<file path="config.mk">
export PLATFORM = sky130hd
export DESIGN_NAME = mem_responder
export DESIGN_NICKNAME = d
export VERILOG_FILES = /design/src/rtl/cpu_types_pkg.sv /design/src/rtl/svc_timer.sv /design/src/rtl/mem_responder.sv
export SDC_FILE = /design/constraint.sdc
export NUM_CORES = 1
export LEC_CHECK = 0
export CORE_UTILIZATION = 38
export CTS_BUF_LIST = sky130_fd_sc_hd__clkbuf_16
export DETAILED_ROUTE_END_ITERATION = 10
export PLACE_DENSITY = 0.85
export SETUP_SLACK_MARGIN = 0.5
export SYNTH_ARGS = -nofsm -noshare
export SYNTH_HDL_FRONTEND = slang
export SYNTH_SLANG_ARGS = --single-unit
</file>
<file path="constraint.sdc">
create_clock -name CLK -period 1.93 [get_ports CLK]
set_clock_uncertainty 0.15 [all_clocks]
set_input_delay 0.2895 -clock CLK [delete_from_list [all_inputs] [get_ports CLK]]
set_output_delay 0.2895 -clock CLK [all_outputs]
set_load 0.02 [all_outputs]
</file>
<file path="src/rtl/cpu_types_pkg.sv">
// Shared CPU-side types: RAM handshake state, machine word and the poison value
// returned on failed memory accesses.
package cpu_types_pkg;

    typedef logic [31:0] word_t;

    typedef enum logic [1:0] {
        FREE,
        BUSY,
        ACCESS,
        ERROR
    } ramstate_t;

    localparam word_t BadWord = 32'hBAD1BAD1;

endpackage

</file>
<file path="src/rtl/svc_timer.sv">
// Service-cycle counter for mem_responder; expired flags the TIMEOUT-th cycle of a service.
module svc_timer #(
    parameter int unsigned TIMEOUT = 255
) (
    input  logic CLK,
    input  logic RST,
    input  logic clr,
    input  logic en,
    output logic expired
);

    localparam int unsigned CntW = $clog2(TIMEOUT + 1);

    logic [CntW-1:0] cnt_q, cnt_d;

    always_comb begin
        cnt_d = cnt_q;
        if (clr) begin
            cnt_d = '0;
        end else if (en && !expired) begin
            cnt_d = cnt_q + 1'b1;
        end
    end

    always_ff @(posedge CLK) begin
        if (RST) begin
            cnt_q <= '0;
        end else begin
            cnt_q <= cnt_d;
        end
    end

    // cnt_q counts completed service cycles, so this fires in service cycle TIMEOUT
    assign expired = en && (cnt_q == CntW'(TIMEOUT - 1));

endmodule

</file>
<file path="src/rtl/mem_responder.sv">
// Arbitrates instruction and data requests onto a single RAM port, with timeout and
// sticky error reporting; completions are signalled by a one-cycle registered wait-low.
module mem_responder
    import cpu_types_pkg::*;
#(
    parameter int unsigned TIMEOUT = 255
) (
    input  logic      CLK,
    input  logic      RST,
    input  logic      iREN,
    input  word_t     iaddr,
    output logic      iwait,
    output word_t     iload,
    input  logic      dREN,
    input  logic      dWEN,
    input  word_t     daddr,
    input  word_t     dstore,
    output logic      dwait,
    output word_t     dload,
    output logic      ramREN,
    output logic      ramWEN,
    output word_t     ramaddr,
    output word_t     ramstore,
    input  word_t     ramload,
    input  ramstate_t ramstate,
    output logic      err
);

    typedef enum logic [1:0] {
        StIdle,
        StDServ,
        StIServ
    } state_e;

    state_e state_q, state_d;
    word_t  addr_q, addr_d;
    word_t  store_q, store_d;
    logic   wen_q, wen_d;
    logic   last_data_q, last_data_d;
    logic   iwait_q, iwait_d;
    logic   dwait_q, dwait_d;
    word_t  iload_q, iload_d;
    word_t  dload_q, dload_d;
    logic   err_q, err_d;

    logic   expired;
    logic   timer_clr;
    logic   timer_en;
    logic   dreq;
    logic   req_held;
    logic   done;
    word_t  done_val;

    svc_timer #(
        .TIMEOUT (TIMEOUT)
    ) u_svc_timer (
        .CLK     (CLK),
        .RST     (RST),
        .clr     (timer_clr),
        .en      (timer_en),
        .expired (expired)
    );

    always_comb begin
        state_d     = state_q;
        addr_d      = addr_q;
        store_d     = store_q;
        wen_d       = wen_q;
        last_data_d = last_data_q;
        iwait_d     = 1'b1;
        dwait_d     = 1'b1;
        iload_d     = '0;
        dload_d     = '0;
        err_d       = err_q;
        ramREN      = 1'b0;
        ramWEN      = 1'b0;
        ramaddr     = '0;
        ramstore    = '0;
        req_held    = 1'b0;
        done        = 1'b0;
        done_val    = '0;
        dreq        = dREN | dWEN;
        timer_en    = (state_q != StIdle);

        unique case (state_q)
            StIdle: begin
                // A pending wait-low pulse means a completion is being presented this cycle
                if (iwait_q && dwait_q) begin
                    if (dreq && (!iREN || !last_data_q)) begin
                        addr_d      = daddr;
                        store_d     = dstore;
                        wen_d       = dWEN;
                        last_data_d = 1'b1;
                        state_d     = StDServ;
                    end else if (iREN) begin
                        addr_d      = iaddr;
                        store_d     = '0;
                        wen_d       = 1'b0;
                        last_data_d = 1'b0;
                        state_d     = StIServ;
                    end
                end
            end
            StDServ, StIServ: begin
                ramREN   = !wen_q;
                ramWEN   = wen_q;
                ramaddr  = addr_q;
                ramstore = store_q;
                req_held = (state_q == StDServ) ? dreq : iREN;
                if (!req_held) begin
                    state_d = StIdle;
                end else if (ramstate == ACCESS) begin
                    done     = 1'b1;
                    done_val = wen_q ? '0 : ramload;
                end else if (ramstate == ERROR || expired) begin
                    done     = 1'b1;
                    done_val = BadWord;
                    err_d    = 1'b1;
                end
                if (done) begin
                    state_d = StIdle;
                    if (state_q == StDServ) begin
                        dwait_d = 1'b0;
                        dload_d = done_val;
                    end else begin
                        iwait_d = 1'b0;
                        iload_d = done_val;
                    end
                end
            end
            default: state_d = StIdle;
        endcase

        timer_clr = (state_d == StIdle);

        // Outputs are held at their idle values while reset is applied
        if (RST) begin
            ramREN   = 1'b0;
            ramWEN   = 1'b0;
            ramaddr  = '0;
            ramstore = '0;
        end
        iwait = iwait_q | RST;
        dwait = dwait_q | RST;
        iload = RST ? '0 : iload_q;
        dload = RST ? '0 : dload_q;
        err   = err_q & !RST;
    end

    always_ff @(posedge CLK) begin
        if (RST) begin
            state_q     <= StIdle;
            addr_q      <= '0;
            store_q     <= '0;
            wen_q       <= 1'b0;
            last_data_q <= 1'b0;
            iwait_q     <= 1'b1;
            dwait_q     <= 1'b1;
            iload_q     <= '0;
            dload_q     <= '0;
            err_q       <= 1'b0;
        end else begin
            state_q     <= state_d;
            addr_q      <= addr_d;
            store_q     <= store_d;
            wen_q       <= wen_d;
            last_data_q <= last_data_d;
            iwait_q     <= iwait_d;
            dwait_q     <= dwait_d;
            iload_q     <= iload_d;
            dload_q     <= dload_d;
            err_q       <= err_d;
        end
    end

endmodule

</file>
; Yosys cells after proc, flatten, opt, wreduce, memory -nomap -nowiden
; Index checks and enable logic that the tools add are counted.
[op_classes]
eq_ne = 5
bitwise_logic = 8
addsub = 1
mux = 34
reduce_logical = 22
[op_table]
columns = op, n
row1 = two-way mux 32 bit, 14
row2 = two-way mux 1 bit, 14
row3 = two-way mux 2 bit, 5
row4 = "adder 8 x 1 -> 8 bit, second input constant", 1
row5 = "== test 8 bit, second input constant", 1
row6 = OR reduction 4 bit, 2
row7 = "== test 2 bit, second input constant", 3
row8 = logical NOT 1 bit, 5
row9 = logical AND 1 bit, 4
row10 = logical NOT 2 bit, 2
row11 = NOT 1 bit, 4
row12 = case mux 2 bit (2 select lines), 1
row13 = AND reduction 4 bit, 1
row14 = nonzero test 2 bit, 2
row15 = OR reduction 2 bit, 2
row16 = OR 1 bit, 3
row17 = AND reduction 3 bit, 1
row18 = OR reduction 3 bit, 1
row19 = "== test 2 x 1 -> 1 bit, second input constant", 1
row20 = logical OR 1 bit, 2
row21 = AND 1 bit, 1
[totals]
output_inout_bits = 133
reg_bits = 143
inputBits = 135
word_cells = 81

; Depth between registers and ports, before layout
; Gate-level depths: netlist of the first run.
[logic_depth]
depth_word = 11
mapped_depth = 9
ltp_nobuf = 7

; By module
; Synthesis of the first run repeated with hierarchy kept, for this count alone.
[unflattened]
hier_cells = 654
hier_area_um2 = 6034.5
[modules_own_cells]
columns = module, area_each_um2, seq_area_each_um2, n_inst, cells_per_inst
row1 = mem_responder, 5579.1, 2702.6, 1, 603
row2 = svc_timer, 455.4, 160.2, 1, 51

; Worst setup path after synthesis of the first run
; Ideal clock, no wire load.
[synth_timing]
path_kind = register -> register
start = register state_q[0]
end = register iload_q[0]
path_stages_with_launch = 8
required_time_ns = 1.652
setup_ns = 0.128
path_buffers = 1
t_arrival_ns = 1.862
path_slack_ns = -0.210
synth_period_minus_slack_ns = 2.140
path_cell_list = dfxtp_1 ha_1 or3b_2 o211ai_1 nor3_2 inv_2 clkbuf_1 nor2_1
[synth_via]
elab_chain_len = 9
word_cells_on_any_way = 17
classes_between = eq/ne: 2 / mux: 8 / bitwise: 2 / reduce/logical: 5
[synth_lines]
columns = item, line_no
row1 = "start, declared", mem_responder.sv:35  ; state_e state_q, state_d;
row2 = "start signal, assigned", mem_responder.sv:152  ; state_q <= StIdle;
row3 = "start signal, assigned", mem_responder.sv:163  ; state_q <= state_d;
row4 = nonzero test 2 bit, mem_responder.sv:83  ; timer_en = (state_q != StIdle);
row5 = logical AND 1 bit, svc_timer.sv:34  ; assign expired = en && (cnt_q == CntW'(TIMEOUT - 1));
row6 = logical OR 1 bit, mem_responder.sv:115  ; end else if (ramstate == ERROR || expired) begin
row7 = two-way mux 1 bit, mem_responder.sv:115
row8 = two-way mux 1 bit, mem_responder.sv:112  ; end else if (ramstate == ACCESS) begin
row9 = two-way mux 1 bit, mem_responder.sv:110  ; if (!req_held) begin
row10 = two-way mux 1 bit, mem_responder.sv:85  ; unique case (state_q)
row11 = NOT 1 bit (no line), --
row12 = OR reduction 4 bit (no line), --
row13 = "end signal, assigned", mem_responder.sv:170  ; iload_q <= iload_d;
row14 = "end, declared", mem_responder.sv:42  ; word_t iload_q, iload_d;
; Several ways; a longest one is shown, not always the timed one. The select of a mux whose other input is x is not followed.
; A chain may end at the register's enable or synchronous reset.

; Worst setup path after layout of the first run
[layout_timing]
start = register state_q[1]
end = register iload_q[24]
; The elaborated chain is that of the path after synthesis.

==> results by group, run 1 <==
Run status
  • Outcome: complete, but fails checks
  • Violated checks: negative setup slack

GRT
  • Vias in the first global route: around 6700
  • GRT Total Usage: around 29%
  • Most Crowded Layer GR: met2
  • Pin count of the biggest net entering global routing: 47
  • Initial antenna violation count: 0
  • GR met3 Demand/Resource: about 7.6%
  • Met2 Resource Use GR: between 50% and 60%
  • GR Util met1: 32.9%
  • Global route overflow: 0
  • First-pass GRT wire length: around 36000 µm

CTS
  • H-tree depth: 4
  • CTS Buffer Depth: 2
  • Worst-Skew Late Latency: roughly 0.44 ns
  • Clock Tree Root: clkbuf_16
  • Post-CTS Hold Fix Bufs: 0
  • Clock Pin Slew Worst Setup and Hold Paths: around 0.06 ns
  • TritonCTS buffer count: 17
  • CTS Sinks: ~140
  • CTS tree: done

Worst setup path
  • Buf/Inv on CP: 6
  • Data required, critical path: ~2.1 ns
  • FF-to-FF path depth: 11
  • Max incr delay on CP: about 0.33 ns
  • Slowest cell on crit path: dfxtp_2
  • Worst Path Max Fanout: 8
  • R2R setup slack: -0.52 ns
  • Startpoint types: flop
  • Reg-to-reg startpoint: state_q[1]
  • WS Path Type: flop to flop
  • Crit path DAT: between 2 and 3 ns
  • Top delay family on crit path: buffers and inverters
  • Crit end category: flop
  • Worst-path cell chain: inv_2, ha_4, nor2b_4, buf_6, buf_16, o211ai_1, buf_4, nor3_4, inv_4, clkbuf_16, nor2_1
  • Worst reg2reg endpoint: iload_q[24]

Pwr
  • Maximum vdd drop: 1.04 mV
  • Leak pwr: 5.51 nW
  • P per Cell Area: around 910 nW/µm²
  • Overall power: 0.0121 W

Placement
  • Pre-CTS setup slack: -0.370 ns
  • GPL Wtd Cong: between 0.8 and 0.9
  • Buffers on Ports: roughly 270
  • Detailed Place HPWL: 13200 µm

Worst hold path
  • Endpoint of the worst hold path: state_q[1]
  • Hold crit path type: input pin to flop
  • Worst Hold Path Cells: 4
  • Hold_sp: RST

Layout
  • NumNets Final: 1239
  • Layout Utilization: between 80% and 90%
  • Layout cell share with drive strength beyond 1: 58.9%
  • Area Overhead vs Synth: 124%
  • Diode count: 0

Synthesis
  • Synthesized area: approximately 5900 µm²
  • Seq cells post-synth: roughly 140
  • Syn_nets: about 870
  • Synth area leader: dfxtp_1
  • Share of the synthesized area in the top cell type: about half
  • Mapped Avg Cell Area: slightly above 8 µm²
  • Ys async rst share: 0%
  • Number of enable flip-flop cells after synthesis: 0
  • Post-Syn Instances: 728
  • Synth warnings: 0
  • Sequential-to-total area share from yosys stat: between 40% and 50%
  • Library cells used by synthesis: between 40 and 50
  • Synth area leaders: dfxtp_1, nor2b_1, and2_1, nand2_1, nor2_1
  • Dominant synthesized flop cell: dfxtp_1

Timing
  • RSZ-0062 raised after global routing: true
  • Final max-slew violation count: 0
  • Final Hold Viols: 0
  • Final Setup Violations: 160
  • Final TNS setup: -46.73 ns
  • WHS: 0.140 ns
  • F_max: 0.408 GHz
  • Crit path time final: around 2.5 ns
  • Final period util: 127%
  • Slew HR: between 40% and 50%
  • Final setup margin: -0.522 ns
  • Slew @ Worst Pin: between 0.7 and 0.8 ns

Route
  • DRT antenna net count: 0
  • WL final: between 30000 and 40000 µm
  • DRC: 0
  • Routed length per instance: ~25 µm
  • Pre-antenna DRT Iters: 5
  • Drt initial violations: 560
  • Vias post-DR: around 7500
  • Number of vias per cell: between 5 and 6

Floorplan
  • Die Footprint: about 16000 µm²
  • I/O pin count: roughly 270
  • Std cell rows: 45
  • Initial Util: between 30% and 40%
  • Die Ht: roughly 130 µm
  • Core area: around 15000 µm²
  • Chip width: around 130 µm

Job
  • Max cap viols: 0
## cells in the mapped netlist, types with 2 or more instances
cell / number
a211oi_1: 2
a21o_1: 2
a21oi_1: 52
a311oi_1: 32
and2_1: 67
and3_1: 17
and4b_1: 2
buf_1: 8
buf_2: 3
buf_6: 2
clkbuf_1: 43
dfxtp_1: 143
ha_1: 5
inv_1: 4
nand2_1: 110
nand2b_1: 2
nand3_1: 37
nand4_1: 2
nor2_1: 93
nor2b_1: 68
nor3_1: 3
nor3b_1: 2
o21ai_0: 3
o2bb2ai_1: 2
or2_2: 2
xnor2_1: 2
## flip-flops by register name, indices dropped and copies added (netlist names), 2 cells and up
| signal | flops |
|---|---|
| addr_q | 32 |
| dload_q | 32 |
| iload_q | 32 |
| store_q | 32 |
| u_svc_timer.cnt_q | 8 |
| state_q | 2 |
## worst max-delay path by stage
stage | from | endpoint | cells after the start
3_5_place_dp | state_q[1] | ramstore[12] | 6
4_1_cts | state_q[1] | ramstore[24] | 6
2_1_floorplan | u_svc_timer.cnt_q[0] | dload_q[16] | 8
5_1_grt | state_q[1] | iload_q[13] | 11
6_report | state_q[1] | iload_q[24] | 11
3_3_place_gp | state_q[1] | ramaddr[29] | 6
## cells in the final DEF (no fill, tap or decap), drive strengths merged, types with 32 or more instances in the layout
cell type	instances
buf	256
dfxtp	143
clkdlybuf4s50	133
nand2	110
nor2	93
and2	68
nor2b	68
a21oi	52
nand3	37
a311oi	32
## through the flow
step	cell area [µm²]	std cells
2_1_floorplan	6600	728
3_5_place_dp	9650	1209
6_report	13300	1323
5_1_grt	13300	1323
4_1_cts	11300	1285
3_3_place_gp	9650	1209
## tightest hold or removal path, stage by stage
cell and delay (ns):
buf_12 0.11, nor2_1 0.06, nand2_1 0.15, o2bb2ai_1 0.08
## timing repair
item	4_1_cts	5_1_grt
buffers inserted	26	23
resized for setup	822	351
pin swaps	21	113
gates cloned	18	15
endpoints found under the setup margin	276	276
## cells by family after synthesis
| logic type | after synthesis | share of synthesized area [%] |
|---|---|---|
| adders and majority gates | 5 | 1.05 |
| AOI/OAI and AO/OA | 104 | 11.7 |
| xor gates and xnor gates | 3 | 0.442 |
| muxes | 1 | 0.168 |
| buffers and inverters | 62 | 4.23 |
| and+or+nand+nor | 410 | 34.2 |
| DFF | 143 | 48.1 |
## power by group
part	leakage, nW	switching [W]	internal [W]
Combinational	4.06	0.00237	0.00266
Clock	0.277	0.00152	0.00192
Sequential	1.17	0.000323	0.00330
Total	5.51	0.00422	0.00788
## metal layers
| metal | wire length [µm] | part of all wire (%) |
|---|---|---|
| met5 | 0 | 0 |
| met4 | 2350 | 7.2 |
| met3 | 2220 | 6.8 |
| met2 | 16900 | 52 |
| met1 | 11300 | 34 |
## cell type report
class | count | area, µm²
clock buffers | 17 | 425
clock inverters | 15 | 160
fillers | 619 | 1940
inverters | 6 | 25.0
multi-input cells | 524 | 4750
flip-flops and latches | 143 | 2880
well taps | 211 | 264
repair buffers | 407 | 4810
No activity file was read; power rests on OpenSTA's default activity.
==> inputs of run 2 (changes only) <==
--- a/config.mk
+++ b/config.mk
@@ -8,6 +8,7 @@
 export CORE_UTILIZATION = 38
 export CTS_BUF_LIST = sky130_fd_sc_hd__clkbuf_16
 export DETAILED_ROUTE_END_ITERATION = 10
+export HOLD_SLACK_MARGIN = 0.1
 export PLACE_DENSITY = 0.85
 export SETUP_SLACK_MARGIN = 0.5
 export SYNTH_ARGS = -nofsm -noshare
==> constraint.sdc (replaced) <==
create_clock -name CLK -period 2.1 [get_ports CLK]
set_clock_uncertainty 0.15 [all_clocks]
set_input_delay 0.315 -clock CLK [delete_from_list [all_inputs] [get_ports CLK]]
set_output_delay 0.315 -clock CLK [all_outputs]
set_load 0.02 [all_outputs]
==> results by group, run 2 (synthesis results as in run 1) <==
CTS
  • CTS Buffer Depth: 2 (unchanged)
  • Clock Tree Root: clkbuf_16 (unchanged)
  • TritonCTS buffer count: 17 (unchanged)
  • CTS Sinks: 143 (unchanged)
  • H-tree depth: 4 (unchanged)
  • Clock Pin Slew Worst Setup and Hold Paths: 0.06 ns (about the same)
  • Post-CTS Hold Fix Bufs: 0 (unchanged)
  • CTS tree: done (unchanged)
  • Worst-Skew Late Latency: 0.41 ns (was 0.44 ns)

Worst setup path
  • WS Path Type: flop to output port (was flop to flop)
  • Worst Path Max Fanout: 4 (was 8)
  • Crit end category: output port (was flop)
  • Data required, critical path: 1.63 ns (was 2.13 ns)
  • Crit path DAT: 1.86 ns (was 2.65 ns)
  • Worst reg2reg endpoint: iload_q[22] (was iload_q[24])
  • FF-to-FF path depth: 11 (unchanged)
  • Startpoint types: flop (unchanged)
  • R2R setup slack: -0.17 ns (was -0.52 ns)
  • Reg-to-reg startpoint: state_q[1] (unchanged)

Route
  • Number of vias per cell: 5.33 (was 5.65)
  • Routed length per instance: 20.2 µm (was 24.8 µm)
  • WL final: 25800 µm (was 32800 µm)
  • Vias post-DR: 6834 (was 7481)
  • Pre-antenna DRT Iters: 8 (was 5)
  • DRT antenna net count: 0 (unchanged)
  • DRC: 0 (unchanged)
  • Drt initial violations: 465 (was 560)

Timing
  • Final TNS setup: -15.97 ns (was -46.73 ns)
  • F_max: 0.430 GHz
  • Final setup margin: -0.226 ns (was -0.522 ns)
  • Final Hold Viols: 0 (unchanged)
  • Final Setup Violations: 107 (was 160)
  • Crit path time final: between 2 and 2.5 ns
  • Final max-slew violation count: 0 (unchanged)
  • Slew HR: 59.6% (was 48.4%)
  • RSZ-0062 raised after global routing: true (unchanged)
  • Slew @ Worst Pin: 0.600 ns (was 0.774 ns)
  • WHS: 0.189 ns (was 0.140 ns)
  • Final period util: 111%

Layout
  • Finished Layout Cells: 1281 (was 1323)
  • Highest-count cells in the layout ignoring fill and taps: dfxtp_1, clkdlybuf4s50_1, nand2_1 (was clkdlybuf4s50_1, dfxtp_1, buf_6)
  • Layout cell share with drive strength beyond 1: 44.3% (was 58.9%)
  • Diode count: 0 (unchanged)
  • Most common cell after layout, fill and taps aside: dfxtp_1 (was clkdlybuf4s50_1)
  • Area Overhead vs Synth: 101% (was 124%)
  • Finished Cell Area: 11900 µm² (was 13300 µm²)
  • NumNets Final: 1199 (was 1239)

Pwr
  • Maximum vdd drop: 0.644 mV (was 1.04 mV)
  • P per Cell Area: 872 nW/µm² (was 908 nW/µm²)
  • Leak pwr: 5.53 nW (was 5.51 nW)
  • Overall power: 0.0104 W (was 0.0121 W)

Run status
  • Outcome: complete, but fails checks (unchanged)
  • Violated checks: negative setup slack (unchanged)

Floorplan
  • Initial Util: 39.0% (unchanged)
  • Core area: 15300 µm² (unchanged)
  • Std cell rows: 45 (unchanged)
  • Die Ht: 127 µm (unchanged)
  • I/O pin count: 268 (unchanged)
  • Die Footprint: 16200 µm² (unchanged)
  • Chip width: 127 µm (unchanged)

GRT
  • First-pass GRT wire length: 30900 µm (was 36300 µm)
  • Pin count of the biggest net entering global routing: 59 (was 47)
  • Global route overflow: 0 (unchanged)
  • Initial antenna violation count: 0 (unchanged)
  • GRT Total Usage: 24.5% (was 29.4%)
  • Vias in the first global route: 6089 (was 6744)

Worst hold path
  • Worst Hold Path Cells: 3 (was 4)
  • Hold crit path type: input pin to flop (unchanged)
  • Hold_sp: dWEN (was RST)
  • Endpoint of the worst hold path: wen_q (was state_q[1])

Placement
  • GPL Wtd Cong: 0.826 (was 0.821)
  • Placed Area: 9390 µm² (was 9650 µm²)
  • Placed insts: 1192 (was 1209)
  • Detailed Place HPWL: 13000 µm (was 13200 µm)
  • Buffers on Ports: 267 (unchanged)

Job
  • Max cap viols: 0 (unchanged)
-- run 2: area by class of cell --
| cell class | instances | area [µm²] |
|---|---|---|
| fill | 899 | 3330 |
| clock inverter | 13 | 163 |
| timing repair buffer | 366 | 4160 |
| sequential | 143 | 2880 |
| tap | 211 | 264 |
| clock buffer | 17 | 425 |
| inverter | 6 | 22.5 |
| multi-input combinational | 525 | 4020 |
-- run 2: what timing repair did --
| action | in CTS | in global routing |
|---|---|---|
| pin swaps | 5 | 100 |
| endpoints found under the setup margin | 275 | 275 |
| setup buffers | 9 | 19 |
| gates cloned | 3 | 28 |
| gates resized for setup | 381 | 392 |
-- run 2: per-stage QoR --
step	worst slack, ns	util (%)
after floorplan	0.0853	-
after global placement	-0.174	61.5
after detailed placement	-0.203	61.5
after CTS	-0.210	66.7
after global routing	-0.280	78.1
final	-0.226	78.1
-- run 2: worst max-delay path, cell delays in order (launching register included) --
cell and delay [ns]:
dfxtp_2 0.34, inv_2 0.05, ha_4 0.24, nor2b_4 0.20, buf_8 0.19, clkbuf_16 0.16
and2_4 0.14, buf_6 0.12
-- run 2: how the worst max path moves through the flow --
stage | startpoint | end | slack (ns) | cells after the start
2_1_floorplan | u_svc_timer.cnt_q[0] | dload_q[16] | 0.09 | 8
3_3_place_gp | dWEN | dload_q[14] | -0.17 | 5
5_1_grt | state_q[1] | ramstore[20] | -0.28 | 7
6_report | state_q[1] | ramstore[20] | -0.23 | 7
4_1_cts | state_q[1] | ramstore[0] | -0.21 | 7
3_5_place_dp | state_q[1] | ramstore[7] | -0.20 | 6
-- run 2: power by group --
part	total [W]	leakage (nW)	internal [W]	switching, W
Combinational	0.00402	4.07	0.00211	0.00191
Clock	0.00309	0.284	0.00186	0.00122
Sequential	0.00329	1.17	0.00303	0.000261
-- run 2: metal layers --
metal	part of all wire [%]	track usage [%]
met3	8.9	9.17
met5	0	0
met4	3.5	9.87
met2	50	42.7
met1	37	26.9
